`src/rtl/ii_read_arbiter.sv`:
```
// Read-port arbiter for integral_image_buffer: display (D) has absolute priority,
// evaluator (A) and variance unit (B) share the rest round-robin with optional burst locks.
module ii_read_arbiter #(
    parameter int unsigned ADDR_W       = 15,
    parameter int unsigned DATA_W       = 20,
    parameter int unsigned RD_LAT       = 1,
    parameter int unsigned STARVE_LIMIT = 1023
) (
    input  logic              clk,
    input  logic              rst_n,
    input  logic              d_req,
    input  logic [ADDR_W-1:0] d_addr,
    input  logic              a_req,
    input  logic [ADDR_W-1:0] a_addr,
    input  logic              a_lock,
    output logic              a_gnt,
    input  logic              b_req,
    input  logic [ADDR_W-1:0] b_addr,
    input  logic              b_lock,
    output logic              b_gnt,
    output logic [ADDR_W-1:0] bram_addr,
    output logic              bram_en,
    input  logic [DATA_W-1:0] bram_dout,
    output logic [DATA_W-1:0] rd_data,
    output logic              d_valid,
    output logic              a_valid,
    output logic              b_valid,
    output logic              starve
);

    localparam int unsigned    TAG_LEN = RD_LAT + 1;
    localparam int unsigned    CNT_W   = $clog2(STARVE_LIMIT + 1);
    localparam logic [CNT_W-1:0] LIMIT_C = CNT_W'(STARVE_LIMIT);

    typedef enum logic [1:0] {OWN_NONE, OWN_A, OWN_B} owner_t;
    typedef enum logic [1:0] {TAG_NONE, TAG_D, TAG_A, TAG_B} tag_t;

    owner_t            owner_q, owner_d;
    logic              rr_b_q;
    logic              sel_a, sel_b;
    tag_t              sel_tag;
    logic [ADDR_W-1:0] sel_addr;
    tag_t              tag_q [TAG_LEN];
    logic [CNT_W-1:0]  cnt_q, cnt_d;

    // Lock-owner state register
    always_ff @(posedge clk or negedge rst_n) begin
        if (!rst_n) owner_q <= OWN_NONE;
        else        owner_q <= owner_d;
    end

    // Selection (D > lock owner > round-robin) and lock-owner next state
    always_comb begin
        owner_d  = owner_q;
        sel_a    = 1'b0;
        sel_b    = 1'b0;
        sel_tag  = TAG_NONE;
        sel_addr = d_addr;
        if (d_req) begin
            sel_tag = TAG_D;
        end else if ((owner_q == OWN_A) && a_req) begin
            sel_a = 1'b1;
        end else if ((owner_q == OWN_B) && b_req) begin
            sel_b = 1'b1;
        end else if (a_req && b_req) begin
            if (rr_b_q) sel_b = 1'b1;
            else        sel_a = 1'b1;
        end else if (a_req) begin
            sel_a = 1'b1;
        end else if (b_req) begin
            sel_b = 1'b1;
        end

        // A D grant leaves ownership untouched unless the owner has withdrawn
        if (sel_a) begin
            sel_tag  = TAG_A;
            sel_addr = a_addr;
            owner_d  = a_lock ? OWN_A : OWN_NONE;
        end else if (sel_b) begin
            sel_tag  = TAG_B;
            sel_addr = b_addr;
            owner_d  = b_lock ? OWN_B : OWN_NONE;
        end else if (((owner_q == OWN_A) && !a_req) || ((owner_q == OWN_B) && !b_req)) begin
            owner_d = OWN_NONE;
        end
    end

    assign a_gnt = sel_a & rst_n;
    assign b_gnt = sel_b & rst_n;

    // Starvation counter: runs while A/B wait, saturates at the limit
    always_comb begin
        cnt_d = cnt_q;
        if (!(a_req || b_req) || sel_a || sel_b) cnt_d = '0;
        else if (cnt_q != LIMIT_C)               cnt_d = cnt_q + CNT_W'(1);
    end

    // Round-robin pointer, address register and tag pipeline
    always_ff @(posedge clk or negedge rst_n) begin
        if (!rst_n) begin
            rr_b_q    <= 1'b0;
            bram_addr <= '0;
            bram_en   <= 1'b0;
            cnt_q     <= '0;
            starve    <= 1'b0;
            for (int i = 0; i < int'(TAG_LEN); i++) tag_q[i] <= TAG_NONE;
        end else begin
            if (sel_a)      rr_b_q <= 1'b1;
            else if (sel_b) rr_b_q <= 1'b0;
            if (sel_tag != TAG_NONE) bram_addr <= sel_addr;
            bram_en  <= (sel_tag != TAG_NONE);
            cnt_q    <= cnt_d;
            starve   <= (cnt_d == LIMIT_C);
            tag_q[0] <= sel_tag;
            for (int i = 1; i < int'(TAG_LEN); i++) tag_q[i] <= tag_q[i-1];
        end
    end

    // Return stage: capture BRAM data and strobe the originating requester
    always_ff @(posedge clk or negedge rst_n) begin
        if (!rst_n) begin
            rd_data <= '0;
            d_valid <= 1'b0;
            a_valid <= 1'b0;
            b_valid <= 1'b0;
        end else begin
            if (tag_q[RD_LAT] != TAG_NONE) rd_data <= bram_dout;
            d_valid <= (tag_q[RD_LAT] == TAG_D);
            a_valid <= (tag_q[RD_LAT] == TAG_A);
            b_valid <= (tag_q[RD_LAT] == TAG_B);
        end
    end

endmodule

```
`config.mk`:
```
export PLATFORM = sky130hd
export DESIGN_NAME = ii_read_arbiter
export DESIGN_NICKNAME = d
export VERILOG_FILES = /design/src/rtl/ii_read_arbiter.sv
export SDC_FILE = /design/constraint.sdc
export NUM_CORES = 1
export LEC_CHECK = 0
export CAP_MARGIN = 30
export CORE_UTILIZATION = 41
export CTS_CLUSTER_DIAMETER = 30
export DETAILED_ROUTE_END_ITERATION = 12
export HOLD_SLACK_MARGIN = 0.05
export PLACE_DENSITY = 0.77
export SLEW_MARGIN = 5
export SYNTH_ARGS = -nofsm -noshare
export SYNTH_HDL_FRONTEND = slang
export SYNTH_SLANG_ARGS = --single-unit
export TNS_END_PERCENT = 10
```
`constraint.sdc`:
```
create_clock -name clk -period 2 [get_ports clk]
set_input_delay 0.3 -clock clk [delete_from_list [all_inputs] [get_ports clk]]
set_output_delay 0.3 -clock clk [all_outputs]
set_load 0.01 [all_outputs]
```
### Word level (Yosys, flattened, before mapping)

Index checks and enable logic that the tools add are counted.

| word-level totals | value |
|---|---|
| bits in registers | 57 |
| latch bits | 0 |
| RAM bits | 0 |
| bits in read-only memories | 0 |
| output and inout port bits | 42 |
| word-level logic and storage cells | 65 |
| memories | 0 |

| operators by class | value |
|---|---|
| $add $sub $neg | 1 |
| multiply operators | 0 |
| div/mod/pow operators | 0 |
| $lt $le $gt $ge | 0 |
| equal/unequal tests | 7 |
| shifts and indexed selects | 0 |
| muxes and demuxes | 27 |
| bitwise operators | 2 |
| reduce and logical (&&, ||, !) cells | 16 |

Operator list:

| cell | count |
|---|---|
| 15-bit two-way mux | 2 |
| 10-bit two-way mux | 2 |
| 1-bit two-way mux | 17 |
| 2-bit two-way mux | 6 |
| 10-bit by 1-bit adder with 10-bit output (second input constant) | 1 |
| 10-bit == test (second input constant) | 1 |
| 10-bit != test (second input constant) | 1 |
| 2-bit == test (second input constant) | 3 |
| 2-bit nonzero test | 3 |
| 1-bit logical AND | 5 |
| 2-bit by 1-bit == test with 1-bit output (second input constant) | 2 |
| 1-bit logical OR | 4 |
| 1-bit zero test | 3 |
| 3-bit nonzero test | 1 |
| 1-bit AND | 2 |

### Longest topological paths before layout

Gate-level depths: netlist (run 1).

| depth | value |
|---|---|
| word-level depth | 9 |
| gate-level depth with buffers | 6 |

### Worst setup path after synthesis (run 1)

No wires, ideal clock.

| path | value |
|---|---|
| path type | register -> register |
| start point | reg cnt_q[0] |
| end point | reg starve |
| arrival time | 1580 ps |
| setup slack | 352 ps |
| stages on the path, launching flop included | 7 |
| buffers on the path | 0 |
| clock period less this slack | 1648 ps |
| cell sequence | dfrtp_1 -> ha_1 -> nand2_1 -> and3_2 -> and3_1 -> a2111oi_0 -> and4bb_1 |

| on the way | value |
|---|---|
| cells in the longest elaborated chain, start to end | 4 |
| elaborated cells on any way between the ends | 5 |
| classes of those cells | add/sub (1); eq/ne (2); mux (2) |

Ends and longest elaborated chain:

| element | line | source |
|---|---|---|
| start, declared | 44 | `logic [CNT_W-1:0] cnt_q, cnt_d;` |
| start signal, assigned | 112 | `cnt_q <= cnt_d;` |
| 10-bit by 1-bit adder with 10-bit output or 10-bit != test (tied branches) | 95 | `else if (cnt_q != LIMIT_C) cnt_d = cnt_q + CNT_W'(1);` |
| 10-bit two-way mux * | 95 |  |
| 10-bit two-way mux * | 94 | `if (!(a_req \|\| b_req) \|\| sel_a \|\| sel_b) cnt_d = '0;` |
| 10-bit == test * | 113 | `starve <= (cnt_d == LIMIT_C);` |
| end signal, assigned | 113 |  |
| end, declared | 28 | `output logic starve` |

Mark *: on every way between the ends. The rest lies on a longest branch, timed or not.
A chain may end at the register's enable or synchronous reset.

### Worst setup path after layout (run 1)

| path | value |
|---|---|
| start point | reg owner_q[1] |
| end point | out a_gnt |

| on the way | value |
|---|---|
| cells in the longest elaborated chain, start to end | 6 |
| elaborated cells on any way between the ends | 8 |
| classes of those cells | eq/ne (2); mux (3); bitwise (1); reduce/logical (2) |

Ends and longest elaborated chain:

| element | line | source |
|---|---|---|
| start, declared | 38 | `owner_t owner_q, owner_d;` |
| start signal, assigned | 49 | `else owner_q <= owner_d;` |
| 2-bit == test | 63 | `end else if ((owner_q == OWN_B) && b_req) begin` |
| 1-bit logical AND | 63 |  |
| 1-bit two-way mux | 63 |  |
| 1-bit two-way mux * | 61 | `end else if ((owner_q == OWN_A) && a_req) begin` |
| 1-bit two-way mux * | 59 | `if (d_req) begin` |
| 1-bit AND * | 88 | `assign a_gnt = sel_a & rst_n;` |
| end, declared | 16 | `output logic a_gnt,` |

Marks and branches as above.

==> results.md, run 1 <==
- Status: finished, final reports clean
- Final nets: 426
- Post-synth EDFFs: 0
- Yosys top cell area share: 0.5831
- Fin crit share: 0.9295
- CTS root buf: clkbuf_8
- Post-Route WL: roughly 6200 um
- Synthesized area: around 2400 um2
- LEAKAGE: approximately 1.6 nW
- Gr usage total: 0.2231
- Ys Warns: 0
- Avg Cell Area, Syn: about 11 um2
- Initial antenna violation count: 0
- Slew @ Worst Pin: slightly above 700 ps
- Core area: about 5600 um2
- Most frequent cell after synthesis: dfrtp_1
- Reg2Reg Depth: 6
- Cell accounting for the most synthesized area: dfrtp_1
- Full die area: approximately 6300 um2
- WP buf/inv: 1
- Area of the multi-input gates: 975.9 um2
- Antenna Cells: 0
- Critical path data required time: roughly 1700 ps
- Maximum clock frequency: between 0.5 and 0.6 GHz
- CTS Sinks: 57
- WS Path Type: flop to output pin
- CP max-delay cell: dfrtp_1
- Synth cell count leaders: dfrtp_1 (57), nor2_1 (45), mux2_1 (20)
- Hold Path Class: input port to async pin
- RSZ-0062 raised after global routing: false
- Global-route wire length before repair: between 10000 and 15000 um
- Largest net degree at the start of global routing: between 50 and 60
- Vias/cell: around 5.2
- Final hold violations: 0
- End of the worst register-to-register path: starve$_DFF_PN0_
- Number of global-route vias before repair: between 2000 and 2500
- Cells after synthesis: between 200 and 250
- Sequential cell area: roughly 1400 um2
- Fillers: roughly 440
- Max Cap Viol: 0
- Yosys reg bits: 57
- Routed Antenna Nets: 0
- H-tree levels: 3
- Sequential-to-total area share from yosys stat: 0.5831
- Reg-to-Reg Start: cnt_q[0]$_DFF_PN0_
- Die height: roughly 79 um
- P per Cell Area: around 750 nW/um2
- Setup TNS: 0 ps
- RePlAce Congestion: approximately 0.9
- Drt first pass iters: 4
- Port buffer count: approximately 110
- Syn_nets: 300
- Total grt overflow: 0
- Detailed-route wire length per cell: 14.49 um
- Die Width: 79.24 um
- Number of unique standard cell types used by synthesis: 38
- Worst VDD drop: 393.4 uV
- Final setup violating endpoints: 0
- Clk_lat worst skew: between 300 and 400 ps
- Post-route DRC: 0
- Detailed Route Iter0 Violations: 84
- Fin crit period: between 1500 and 2000 ps
- Starting Density: 0.4336
- CP arrival: about 1600 ps
- # hold bufs at CTS: 0
- # IOs: approximately 110
- Crit-path cells: o21bai_1 > a21oi_1 > nand3b_1 > nor2_1 > dlygate4sd2_1
- Worst slew margin: 0.5283
- Post-synth ARST share: 1.000
- Pre-CTS setup slack: -62.45 ps
- CTS Buf Count: 9
- Final Max Slew Viols: 0
- Top delay family on crit path: flip-flops
- Worst setup SP type: flop
- Final worst setup slack: about 140 ps
- CTS tree: done
- Clock transition at path regs: around 60 ps
- Critical path's largest stage delay: 400 ps
- Critical Path Fanout Max: 4
- Rows: 27
- Top_reg_cell synth: dfrtp_1
- Syn-to-layout area delta: 58.93%
- Final Skew: just under 8 ps
- Crit path capture type: output pin
- Dpl hpwl: around 4400 um
- FF-to-FF setup slack: 180 ps
- Clk buf depth: 2
- Total number of vias: ~2200
- Post-CTS setup buffers: 0
- Synth top area cells: dfrtp_1 (58%), mux2_1 (9.2%), nor2_1 (6.9%), o22ai_1 (4.3%), nor3_1 (3.9%)
- Fraction of layout cells with a size suffix above 1: 0.08939
-- metal layers --
metal / vias to the layer above / part of all wire / global-route usage
met4: 0 / 0.030 / 0.1255
li1: 1061 / - / -
met3: 15 / 0.068 / 0.05632
met1: 1058 / 0.41 / 0.2584
met2: 83 / 0.49 / 0.3750
met5: - / 0 / 0
-- how the worst max path moves through the flow --
| stage | cells past startpoint | end | slack [ps] | from |
|---|---|---|---|---|
| global placement | 6 | b_gnt | -40 | b_req |
| CTS | 5 | b_gnt | 90 | owner_q[0]$_DFFE_PN0P_ |
| global route | 5 | a_gnt | 30 | owner_q[1]$_DFFE_PN0P_ |
| floorplan | 6 | starve$_DFF_PN0_ | 350 | cnt_q[0]$_DFF_PN0_ |
| finish | 5 | a_gnt | 140 | owner_q[1]$_DFFE_PN0P_ |
| detailed placement | 6 | b_gnt | -60 | b_req |
-- what timing repair did --
action,in CTS,in global routing
gates resized for setup,2,2
endpoints found under the setup margin,2,1
pin swaps,0,1
-- state kept, by name (all words and copies together) (netlist names) --
signal	count
tag_q	4
rr_b_q	1
bram_en	1
rd_data	20
b_valid	1
bram_addr	15
starve	1
a_valid	1
owner_q	2
d_valid	1
cnt_q	10
-- area by class of cell --
class	count	share of cell area
multi-input cells	158	0.2510
repair buffers	122	0.3054
inverters	5	0.004828
clock buffers	13	0.03830
well taps	72	0.02317
flip-flops and latches	57	0.3669
clock inverters	3	0.01030
-- metrics by stage --
stage                 util  cell area (um2)  instances  hold slack, ps  power (mW)
floorplan                -             2446        227           4.409       1.503
global placement    0.6567             3705        414           333.4       1.869
detailed placement  0.6567             3705        414           336.2       1.885
CTS                 0.6897             3891        430           179.8       2.939
global route        0.6891             3887        430           216.5       3.061
finish              0.6891             3887        430           180.6       2.900
-- placed cells by master, fill, tap and decap left out, types with 3 or more instances in the layout --
cell type	count
mux2_1	20
nand3_1	5
clkbuf_8	10
dfrtp_1	57
o21ai_0	4
clkbuf_1	3
clkdlybuf4s50_1	110
buf_4	9
inv_1	4
nor2_1	44
nand4_1	3
o22ai_1	17
nand2_1	9
nor3_1	19
-- report_power, final --
group | switching [mW] | internal (mW)
sequential | 0.0545 | 1.25
combinational | 0.213 | 0.340
clock | 0.436 | 0.607
total | 0.704 | 2.20
-- cell families (layout without fill, tap and decap cells) --
group / Yosys count / in the layout / share of synthesized area
AOI/OAI and AO/OA: 31 / 31 / 0.07979
xor gates and xnor gates: 3 / 3 / 0.01074
adders and majority gates: 1 / 1 / 0.005114
buffers and inverters: 12 / 143 / 0.01892
DFF: 57 / 57 / 0.5831
muxes: 22 / 22 / 0.1003
and+or+nand+nor: 101 / 101 / 0.2020
-- worst register-to-register path, stage by stage (launching register included) --
cell and delay, ps:
dfrtp_1 420, ha_1 240, nand2_1 120, and3_2 230, and3_1 190, a2111oi_0 330
and4bb_1 230
(Power assumes the default switching activity.)
==> inputs of run 2 (changes only) <==
CAP_MARGIN = 20   (was 30)
CORE_MARGIN = 8   (was not set)
==> run 2 against run 1 <==
  * Via count fell by 1.2%
  * Register-to-register slack barely moved
  * Final cell count rose by 0.70%
  * Sequential share of layout area fell by 0.12 points
  * Clock-buffer cell count fell by 2
  * Fmax fell by 1.7%
  * Combinational power rose by 1%
  * Hold slack got worse by 43 ps
  * First-iteration DRC count fell by 33%
  * Final area rose by 0.32%
  * Critical endpoint unchanged
==> results.md, run 2 (synthesis gave the netlist of run 1 again) <==
- Fin crit share: 0.9455 (was 0.9295)
- Critical path data required time: 1700 ps (about the same)
- Routing usage on met2: 0.2538 (was 0.3750)
- Switching part of the total power: 0.2494 (was 0.2426)
- Total number of vias: 2190 (was 2217)
- Routed Antenna Nets: 0 (unchanged)
- Syn-to-layout area delta: 59.44% (was 58.93%)
- Dpl hpwl: 5161 um (was 4434 um)
- Port buffer count: 113 (unchanged)
- Final Skew: 7.808 ps (was 7.703 ps)
- Initial antenna violation count: 0 (unchanged)
- Number of flip-flops in the largest register: 20 (unchanged)
- Commonest non-fill, non-tap cell in the layout: clkdlybuf4s50_1 (unchanged)
- Crit path capture type: output pin (unchanged)
- Drt first pass iters: 4 (unchanged)
- Placed Area: 3709 um2 (was 3705 um2)
- Worst VDD drop: 533.2 uV (was 393.4 uV)
- Design area: 3900 um2 (was 3887 um2)
- Global-route wire length before repair: 11350 um (was 10530 um)
- Gr usage total: 0.1662 (was 0.2231)
- Core area: 5851 um2 (was 5642 um2)
- LEAKAGE: 1.612 nW (was 1.614 nW)
- Post-CTS setup buffers: 0 (unchanged)
- Combinational share of power: 0.191 (about the same)
- Met1 Track Usage GR: 0.2012 (was 0.2584)
- Number of global-route vias before repair: 2299 (was 2277)
- Starting Density: 0.4181 (was 0.4336)
- Fillers: 485 (was 438)
- Final Max Slew Viols: 0 (unchanged)
- Clk buf depth: 2 (unchanged)
- Detailed Route Iter0 Violations: 56 (was 84)
- Die Width: 93.24 um (was 79.24 um)
- Maximum clock frequency: 0.5288 GHz (was 0.5379 GHz)
- Post-Route WL: 6840 um (was 6232 um)
- Met3 Resource Use GR: 0.05769 (was 0.05632)
- Final hold violations: 0 (unchanged)
- Antenna Cells: 0 (unchanged)
- Global route hottest layer: met2 (unchanged)
- Fraction of layout cells with a size suffix above 1: 0.09497 (was 0.08939)
- WS Path Type: flop to output pin (unchanged)
- Die height: 93.24 um (was 79.24 um)
- Vias/cell: 5.058 (was 5.156)
- RePlAce Congestion: 0.8944 (was 0.8932)
- Finished Core Util: 0.6666 (was 0.6891)
- CTS root buf: clkbuf_8 (unchanged)
- Clock transition at path regs: 60 ps (about the same)
- RSZ-0062 raised after global routing: false (unchanged)
- CTS tree: done (unchanged)
- Critical Path Fanout Max: 4 (unchanged)
- Post-route DRC: 0 (unchanged)
- CTS Buf Count: 9 (unchanged)
- NetSw: 0.7289 mW (was 0.7038 mW)
- Worst slew margin: 0.5291 (was 0.5283)
- Biggest register: rd_data (unchanged)
- Clk_lat worst skew: 330 ps (about the same)
- Final nets: 426 (unchanged)
- Max Cap Viol: 0 (unchanged)
- Status: finished, final reports clean (unchanged)
- Rows: 28 (was 27)
- Full die area: 8694 um2 (was 6279 um2)
- Detailed-route wire length per cell: 15.80 um (was 14.49 um)
- Internal: 2.194 mW (was 2.197 mW)
- Clock power share: 0.363 (was 0.360)
- Worst setup SP type: flop (unchanged)
- Total power: 2.923 mW (was 2.900 mW)
- Slew @ Worst Pin: 706.4 ps (was 707.5 ps)
- CP arrival: 1590 ps (was 1560 ps)
- P per Cell Area: 749.5 nW/um2 (was 746.1 nW/um2)
- H-tree levels: 3 (unchanged)
- Hold Path Class: input port to async pin (unchanged)
- Fin crit period: 1891 ps (was 1859 ps)
- Final setup violating endpoints: 0 (unchanged)
- Total grt overflow: 0 (unchanged)
- # IOs: 114 (unchanged)
- CTS Sinks: 57 (unchanged)
- Largest net degree at the start of global routing: 58 (unchanged)
- Largest regs: rd_data: 20 flops, bram_addr: 15 flops, cnt_q: 10 flops (unchanged)
- Most frequent cells in the layout: clkdlybuf4s50_1 (110), dfrtp_1 (57), nor2_1 (44) (unchanged)
- Seq pwr share: 0.446 (was 0.450)
## run 2: worst paths after layout
| path | start | endpoint | slack [ps] | cells past startpoint |
|---|---|---|---|---|
| max in group asynchronous | rst_n | cnt_q[0]$_DFF_PN0_ | 1380 | 2 |
| max | owner_q[1]$_DFFE_PN0P_ | a_gnt | 110 | 5 |
| max reg2reg | cnt_q[0]$_DFF_PN0_ | starve$_DFF_PN0_ | 180 | 6 |
| min | rst_n | cnt_q[8]$_DFF_PN0_ | 140 | 2 |
| min reg2reg | tag_q[3]$_DFF_PN0_ | tag_q[1]$_DFF_PN0_ | 360 | 0 |
| min in group clk | tag_q[3]$_DFF_PN0_ | tag_q[1]$_DFF_PN0_ | 360 | 0 |
## run 2: per-layer routing
layer  vias to the layer above  wire length, um
met1                      1032             2913
met2                        92             3230
li1                       1056                -
met3                        10              566
met4                         0              129
met5                         -                0
## run 2: through the flow
| stage | hold WS [ps] | cells | setup WS (ps) | TNS [ps] |
|---|---|---|---|---|
| after floorplan | 4.409 | 227 | 352.0 | 0 |
| after global placement | 333.1 | 417 | -49.05 | -49.05 |
| after detailed placement | 334.7 | 417 | -77.50 | -77.50 |
| after CTS | 177.6 | 433 | 75.61 | 0 |
| after global routing | 196.7 | 433 | 9.216 | 0 |
| final | 137.1 | 433 | 109.1 | 0 |
## run 2: final cells by class
type                            count  area, um2  area share
Multi-Input combinational cell    158      977.2      0.2506
Clock buffer                       11      141.4     0.03625
Inverter                            5      18.77    0.004812
Sequential cell                    57       1426      0.3657
Timing Repair Buffer              122       1187      0.3045
Tap cell                           75      93.84     0.02406
Clock inverter                      5      55.05     0.01412
## run 2: worst max-delay path, stage by stage, from the launching register on
cell	delay, ps
dfrtp_1	410
o21bai_1	200
a21oi_1	80
nand3b_1	170
nor2_1	100
dlygate4sd2_1	300
## run 2: power by group through the flow
stage / Clock [mW] / Sequential (mW) / Combinational [mW]
5_1_grt: 1.16 / 1.32 / 0.611
3_3_place_gp: 0 / 1.32 / 0.560
2_1_floorplan: 0 / 1.36 / 0.146
4_1_cts: 1.09 / 1.30 / 0.569
6_report: 1.06 / 1.30 / 0.559
3_5_place_dp: 0 / 1.32 / 0.570
## run 2: repair_timing
| item | CTS | global route |
|---|---|---|
| hold buffers | 0 | 0 |
| pin swaps | 0 | 1 |
| endpoints found under the setup margin | 2 | 2 |
| gates cloned | 0 | 0 |
| gates resized for setup | 2 | 3 |
